<file path="config.mk">
export PLATFORM = sky130hd
export DESIGN_NAME = pipe_stage_chain
export DESIGN_NICKNAME = d
export VERILOG_FILES = /design/src/rtl/pipe_pkg.sv /design/src/rtl/pipe_stage.sv /design/src/rtl/pipe_stage_chain.sv
export SDC_FILE = /design/constraint.sdc
export NUM_CORES = 1
export LEC_CHECK = 0
export BUFFER_PORTS_ARGS = -buffer_cell sky130_fd_sc_hd__buf_2
export CAP_MARGIN = 20
export CORE_ASPECT_RATIO = 0.7
export CORE_UTILIZATION = 56
export CTS_CLUSTER_SIZE = 24
export DETAILED_ROUTE_END_ITERATION = 10
export PLACE_DENSITY = 0.86
export SYNTH_ARGS = -nofsm -noshare
export SYNTH_HDL_FRONTEND = slang
export SYNTH_SLANG_ARGS = --single-unit
</file>
<file path="constraint.sdc">
create_clock -name Clk -period 4.2 [get_ports Clk]
set_input_delay 0.63 -clock Clk [delete_from_list [all_inputs] [get_ports Clk]]
set_output_delay 0.63 -clock Clk [all_outputs]
set_load 0.02 [all_outputs]
</file>
<file path="src/rtl/pipe_pkg.sv">
// Shared types and helpers for the pipeline-register chain.
package pipe_pkg;

  localparam int unsigned PIPE_WIDTH    = 32;
  localparam int unsigned PIPE_REG_BITS = 5;
  localparam int unsigned FWD_RF        = 0;

  // Forward-select width: one code for the register file plus one per stage.
  function automatic int unsigned fwd_sel_width(input int unsigned depth);
    return 32'($clog2(depth + 1));
  endfunction

  typedef struct packed {
    logic                     valid;
    logic [PIPE_WIDTH-1:0]    payload;
    logic [PIPE_REG_BITS-1:0] dest;
    logic                     regwrite;
    logic                     memread;
  } stage_entry_t;

endpackage

</file>
<file path="src/rtl/pipe_stage.sv">
// One pipeline entry register: bubble insertion and optional load-data capture.
module pipe_stage
  import pipe_pkg::*;
#(
  parameter int unsigned WIDTH   = PIPE_WIDTH,
  parameter type         entry_t = stage_entry_t
) (
  input  logic             Clk,
  input  logic             Reset_n,
  input  logic             bubble_i,
  input  logic             capture_en_i,
  input  entry_t           entry_i,
  input  logic [WIDTH-1:0] mem_rdata_i,
  output entry_t           entry_o
);

  entry_t entry_d;
  entry_t entry_q;

  // A valid load entering the capture stage swaps its payload for memory data.
  always_comb begin
    entry_d = entry_i;
    if (bubble_i) begin
      entry_d = '0;
    end else if (capture_en_i && entry_i.valid && entry_i.memread) begin
      entry_d.payload = mem_rdata_i;
    end
  end

  always_ff @(posedge Clk or negedge Reset_n) begin
    if (!Reset_n) begin
      entry_q <= '0;
    end else begin
      entry_q <= entry_d;
    end
  end

  assign entry_o = entry_q;

endmodule

</file>
<file path="src/rtl/pipe_stage_chain.sv">
// DEPTH-stage pipeline register chain with flush bubbles, load-use stall
// detection and youngest-first operand forwarding.
module pipe_stage_chain
  import pipe_pkg::*;
#(
  parameter int unsigned WIDTH    = 32,
  parameter int unsigned DEPTH    = 3,
  parameter int unsigned REG_BITS = 5,
  parameter int unsigned LOAD_LAT = 1
) (
  input  logic                             Clk,
  input  logic                             Reset_n,
  input  logic                             in_valid,
  input  logic [WIDTH-1:0]                 in_payload,
  input  logic [REG_BITS-1:0]              in_dest,
  input  logic                             in_regwrite,
  input  logic                             in_memread,
  input  logic [REG_BITS-1:0]              in_rs,
  input  logic [REG_BITS-1:0]              in_rt,
  input  logic                             in_flush,
  input  logic [WIDTH-1:0]                 mem_rdata,
  output logic                             in_ready,
  output logic [fwd_sel_width(DEPTH)-1:0]  fwd_sel_a,
  output logic [fwd_sel_width(DEPTH)-1:0]  fwd_sel_b,
  output logic [WIDTH-1:0]                 fwd_data_a,
  output logic [WIDTH-1:0]                 fwd_data_b,
  output logic                             out_valid,
  output logic                             out_regwrite,
  output logic [REG_BITS-1:0]              out_dest,
  output logic [WIDTH-1:0]                 out_payload
);

  localparam int unsigned SEL_W = fwd_sel_width(DEPTH);

  typedef struct packed {
    logic                valid;
    logic [WIDTH-1:0]    payload;
    logic [REG_BITS-1:0] dest;
    logic                regwrite;
    logic                memread;
  } entry_t;

  entry_t stage_q  [DEPTH];
  entry_t stage_in [DEPTH];
  logic   unready_a;
  logic   unready_b;
  logic   load_use_stall;
  logic   issue_bubble;

  function automatic logic src_hit(input entry_t e, input logic [REG_BITS-1:0] r);
    return e.valid && e.regwrite && (e.dest == r) && (r != '0);
  endfunction

  // Scan oldest to youngest so the youngest matching stage is left standing.
  always_comb begin
    fwd_sel_a  = SEL_W'(FWD_RF);
    fwd_sel_b  = SEL_W'(FWD_RF);
    fwd_data_a = '0;
    fwd_data_b = '0;
    unready_a  = 1'b0;
    unready_b  = 1'b0;
    for (int k = int'(DEPTH) - 1; k >= 0; k--) begin
      if (src_hit(stage_q[k], in_rs)) begin
        fwd_sel_a  = SEL_W'(k + 1);
        fwd_data_a = stage_q[k].payload;
        unready_a  = (k < int'(LOAD_LAT)) && stage_q[k].memread;
      end
      if (src_hit(stage_q[k], in_rt)) begin
        fwd_sel_b  = SEL_W'(k + 1);
        fwd_data_b = stage_q[k].payload;
        unready_b  = (k < int'(LOAD_LAT)) && stage_q[k].memread;
      end
    end
  end

  assign load_use_stall = in_valid && !in_flush && (unready_a || unready_b);
  assign in_ready       = !load_use_stall;
  assign issue_bubble   = in_flush || load_use_stall || !in_valid;

  always_comb begin
    stage_in[0] = '{valid:    1'b1,
                    payload:  in_payload,
                    dest:     in_dest,
                    regwrite: in_regwrite,
                    memread:  in_memread};
    for (int k = 1; k < int'(DEPTH); k++) begin
      stage_in[k] = stage_q[k-1];
    end
  end

  for (genvar k = 0; k < int'(DEPTH); k++) begin : g_stage
    pipe_stage #(
      .WIDTH   (WIDTH),
      .entry_t (entry_t)
    ) u_stage (
      .Clk          (Clk),
      .Reset_n      (Reset_n),
      .bubble_i     ((k == 0) && issue_bubble),
      .capture_en_i (32'(k) == LOAD_LAT),
      .entry_i      (stage_in[k]),
      .mem_rdata_i  (mem_rdata),
      .entry_o      (stage_q[k])
    );
  end

  assign out_valid    = stage_q[DEPTH-1].valid;
  assign out_regwrite = stage_q[DEPTH-1].valid && stage_q[DEPTH-1].regwrite;
  assign out_dest     = stage_q[DEPTH-1].dest;
  assign out_payload  = stage_q[DEPTH-1].payload;

endmodule

</file>
Word-level counts from Yosys, hierarchy flattened:

Cells that the tools add are included.

* reductions and logical operators: 26
* multiplexer cells: 18
* equality and inequality tests: 6

Operators by type and width (number)
* 32-bit 2-to-1 mux: 8
* 5-bit == test: 6
* 1-bit logical AND: 18
* 2-bit 2-to-1 mux: 6
* 5-bit nonzero test: 2
* 7-bit 2-to-1 mux: 1
* 1-bit zero test: 3
* 1-bit logical OR: 3
* 1-bit 2-to-1 mux: 3

* output and inout port bits: 108
* bits of input ports: 85
* word-level logic and storage cells: 63
* flip-flop bits (word level): 118

Longest topological paths before layout:

* depth after elaboration: 9
* mapped depth: 7
* gate-level depth less buffers: 5

Hierarchy:

From an unflattened synthesis, not the netlist that was laid out.

* cells, all modules: 851
* area, all modules: 7752.4 µm²

Modules (own cells, without submodules)
* pipe_stage: times used 3, area each 1883.1 µm², seq. area each 1001.0 µm², cells an instance 157
* pipe_stage_chain: times used 1, area each 2103.3 µm², seq. area each 0.0 µm², cells an instance 380

Worst setup path before layout:

Ideal clock, no wire load.

* path type: input port to output port
* from: input port in_rt[1]
* to: output port fwd_sel_b[1]
* data arrival time: 2.202 ns
* buffers on the path: 1
* slack: 1.368 ns
* data required time: 3.570 ns
* cell stages on the path: 5
* cell sequence: or4_1 > nor2_4 > nand4b_2 > buf_4 > a21boi_0

* word-level cells in the longest chain between the ends: 6
* elaborated cells on any way between the ends: 13
* classes of those cells: 3 x eq/ne; 3 x mux; 7 x reduce/logical

RTL lines
* from (decl): RTL line pipe_stage_chain.sv:19 `input logic [REG_BITS-1:0] in_rt,`
* 5-bit == test: RTL line pipe_stage_chain.sv:51 `return e.valid && e.regwrite && (e.dest == r) && (r != '0);`
* 1-bit logical AND (2 in series): RTL line pipe_stage_chain.sv:51
* 2-bit 2-to-1 mux (2 in series): RTL line pipe_stage_chain.sv:68 `if (src_hit(stage_q[k], in_rt)) begin`
* 2-bit 2-to-1 mux (*): RTL line pipe_stage_chain.sv:68
* to (decl): RTL line pipe_stage_chain.sv:24 `output logic [fwd_sel_width(DEPTH)-1:0] fwd_sel_b,`

Every way passes the cells marked *; elsewhere a longest branch is shown, timed or not.

Worst setup path in the final report:

* from: register g_stage[0].u_stage.entry_q (netlist bit g_stage[0].u_stage.entry_o[5])
* to: output port fwd_data_a[5]

* word-level cells in the longest chain between the ends: 4

RTL lines
* from (decl): RTL line pipe_stage.sv:18 `entry_t entry_q;`
* from (signal assigned): RTL line pipe_stage.sv:34 `entry_q <= entry_d;`
* 5-bit == test: RTL line pipe_stage_chain.sv:51
* 1-bit logical AND (2 in series): RTL line pipe_stage_chain.sv:51
* 32-bit 2-to-1 mux: RTL line pipe_stage_chain.sv:63 `if (src_hit(stage_q[k], in_rs)) begin`
* to (decl): RTL line pipe_stage_chain.sv:25 `output logic [WIDTH-1:0] fwd_data_a,`

No other way between the ends.

==> qor.yml <==
status: "finished clean"
drt-pass1-iter-count: 5
drc: 0
grt_util_met1: 0.427
antenna_found_initial: 0
rsz0062_at_grt: "false"
post_cts_buffers: 0
port_buffers: 192
syn_area_sq_um: 6160
clock_path_buffers: 2
cts-buffers-inserted: 17
grt_util_met2: 0.541
ys.flop_type: "dfrtp_1"
grt_overflow_total: 0
cts_hold_buf: 0
finalHoldViolCount: 0
finalClockSkew_ns: 0.00877
peakVddDrop_mv: 0.312
die_h_um: 89.8
io_pins: 193
yosysSeqAreaShare: 0.479
hold_class: "input pin to async pin"
leakage_nw: 3.93
die-area_sq_um: 11400
avgRoutedWirePerCell_um: 19.6
fillers: 758
dp.cells: 908
clk_pin_slew_worst_paths_ns: 0.06
final_antenna_net_count: 0
post-route-worst-setup-slack_ns: 0.760
fin_crit_ns: 3.44
start_util: 0.586
async_reset_ff_frac: 1.00
finalCritPeriodShare: 0.819
cp-start-kind: "register"
clock.fmax_ghz: 0.291
row_count: 31
busiest_layer: "met2"
grt_util_met3: 0.0833
netlist_instances: 646
seqCellArea_sq_um: 2950
vias_per_cell: 6.11
cts_tree: "yes"
grt_pass1_wl_um: 29400
htree_levels: 4
dp_hpwl_um: 12100
ys_types: 35
synth_nets: 731
max_slew_margin: 0.453
required_ns: 3.57
core-area_sq_um: 10500
cts_resized: 0
grt_max_degree: 66
power.density_nw_per_um2: 379
drv_slew: 0
wl_um: 18400
arrival_ns: 2.81
drtIter0Drc: 619
cp_max_fo: 26
ys_warn_count: 0
synth_enable_flop_cells: 0
syn_area_per_cell_sq_um: 9.54
largest_register_ffs: 118
clkSinkCount: 118
finalSetupTns_ns: 0
die-width_um: 127
stdcell_count: 940
nNetsFinal: 864
setup_viol: 0
vias: 5745
yosys_register_bits: 118
maxCapViolCount: 0
grt_usage: 0.334
grt_pass1_vias: 5653
root_buffer: "clkbuf_16"
drive_above_1_share: 0.359
multiInputGateArea_sq_um: 2670
tightest_slew_ns: 0.820
dp_worst_setup_slack_ns: 0.873
endpoint_kind: "output port"
clkLatencyLatePin_ns: 0.41
area_delta_synth_final_pct: 21.8
crit_type: "register to output port"
gp_congestion: 1.03
num_antenna_cells: 0
[power by group]
part	internal (mW)	total, mW	switching, mW
Clock	0.845	1.41	0.562
Sequential	1.19	1.23	0.0429
Combinational	0.0826	0.208	0.125
Total	2.11	2.84	0.730
[layout make-up]
type / instances / area share
inverter: 3 / 0.00150
sequential: 118 / 0.393
timing repair buffer: 210 / 0.148
clock buffer: 18 / 0.0585
tap: 148 / 0.0247
multi-input combinational: 429 / 0.355
clock inverter: 14 / 0.0188
[layer usage]
| layer | up-vias | routed length (um) |
|---|---|---|
| li1 | 2545 | - |
| met1 | 2762 | 7330 |
| met2 | 393 | 8610 |
| met3 | 45 | 2080 |
| met4 | 0 | 429 |
| met5 | - | 0 |
[final timing paths]
kind	start	end	slack (ns)	cells after the start
setup / recovery	g_stage[0].u_stage.entry_o[5]$_DFF_PN0_	fwd_data_a[5]	0.76	6
hold / removal	Reset_n	g_stage[0].u_stage.entry_o[35]$_DFF_PN0_	0.32	1
setup reg to reg	g_stage[0].u_stage.entry_o[2]$_DFF_PN0_	g_stage[0].u_stage.entry_o[23]$_DFF_PN0_	1.66	6
hold reg to reg	g_stage[0].u_stage.entry_o[39]$_DFF_PN0_	g_stage[1].u_stage.entry_o[39]$_DFF_PN0_	0.40	0
max in group asynchronous	Reset_n	g_stage[0].u_stage.entry_o[22]$_DFF_PN0_	2.97	2
min in group Clk	g_stage[0].u_stage.entry_o[39]$_DFF_PN0_	g_stage[1].u_stage.entry_o[39]$_DFF_PN0_	0.40	0
[cell usage after synthesis, types with 2 or more instances]
library cell / count / area [sq um]
a21oi_1: 32 / 160
a31oi_1: 32 / 200
and2_1: 2 / 12.5
and3_1: 40 / 250
buf_1: 3 / 11.3
buf_2: 15 / 75.1
buf_4: 41 / 308
buf_6: 4 / 45.0
clkbuf_1: 33 / 124
dfrtp_1: 118 / 2950
inv_1: 3 / 11.3
mux2_2: 32 / 360
nand2_1: 72 / 270
nand3_1: 36 / 180
nand4_1: 34 / 213
nor2_1: 70 / 263
nor3_1: 3 / 15.0
nor4_1: 2 / 12.5
o32a_1: 32 / 320
xnor2_1: 10 / 87.6
xor2_1: 18 / 158
[layout by cell type (no fill, tap or decap), types with 2 or more instances in the layout]
| cell | netlist | final |
|---|---|---|
| clkinv_4 | 0 | 4 |
| a31oi_1 | 32 | 32 |
| xor2_1 | 18 | 18 |
| nor3_1 | 3 | 3 |
| a21oi_1 | 32 | 32 |
| buf_2 | 15 | 191 |
| xnor2_1 | 10 | 10 |
| inv_1 | 3 | 2 |
| buf_4 | 41 | 18 |
| inv_6 | 0 | 7 |
| mux2_2 | 32 | 32 |
| clkinvlp_4 | 0 | 2 |
| dfrtp_1 | 118 | 118 |
| and3_1 | 40 | 40 |
| clkbuf_16 | 0 | 17 |
| nor4_1 | 2 | 2 |
| o32a_1 | 32 | 32 |
| nand2_1 | 72 | 72 |
| nand3_1 | 36 | 35 |
| nand4_1 | 34 | 34 |
| nor2_1 | 70 | 70 |
[kinds of logic (layout without fill, tap and decap cells)]
group / after synthesis / in the layout / synth area share
and+or+nand+nor: 266 / 266 / 0.209
muxes: 32 / 32 / 0.0585
DFF: 118 / 118 / 0.479
buffers and inverters: 99 / 245 / 0.0932
AOI/OAI and AO/OA: 103 / 103 / 0.121
xor gates and xnor gates: 28 / 28 / 0.0398
[worst max-delay path, cell delays in order, from the launching register on]
cell     delay [ns]
dfrtp_1        0.43
xor2_1         0.16
nor4_1         0.38
nand3_2        0.53
buf_4          0.43
a21oi_1        0.24
buf_2          0.21
[per-stage QoR]
stage / hold WS, ns / area (sq um) / power (mW) / util
final: 0.316 / 7510 / 2.84 / 0.714
after global routing: 0.388 / 7510 / 2.93 / 0.714
after CTS: 0.344 / 7510 / 2.86 / 0.714
after detailed placement: 0.379 / 6930 / 1.45 / 0.659
after global placement: 0.374 / 6930 / 1.45 / 0.659
after floorplan: 0.334 / 6160 / 1.36 / -
Power figures use the tool's default switching activity.
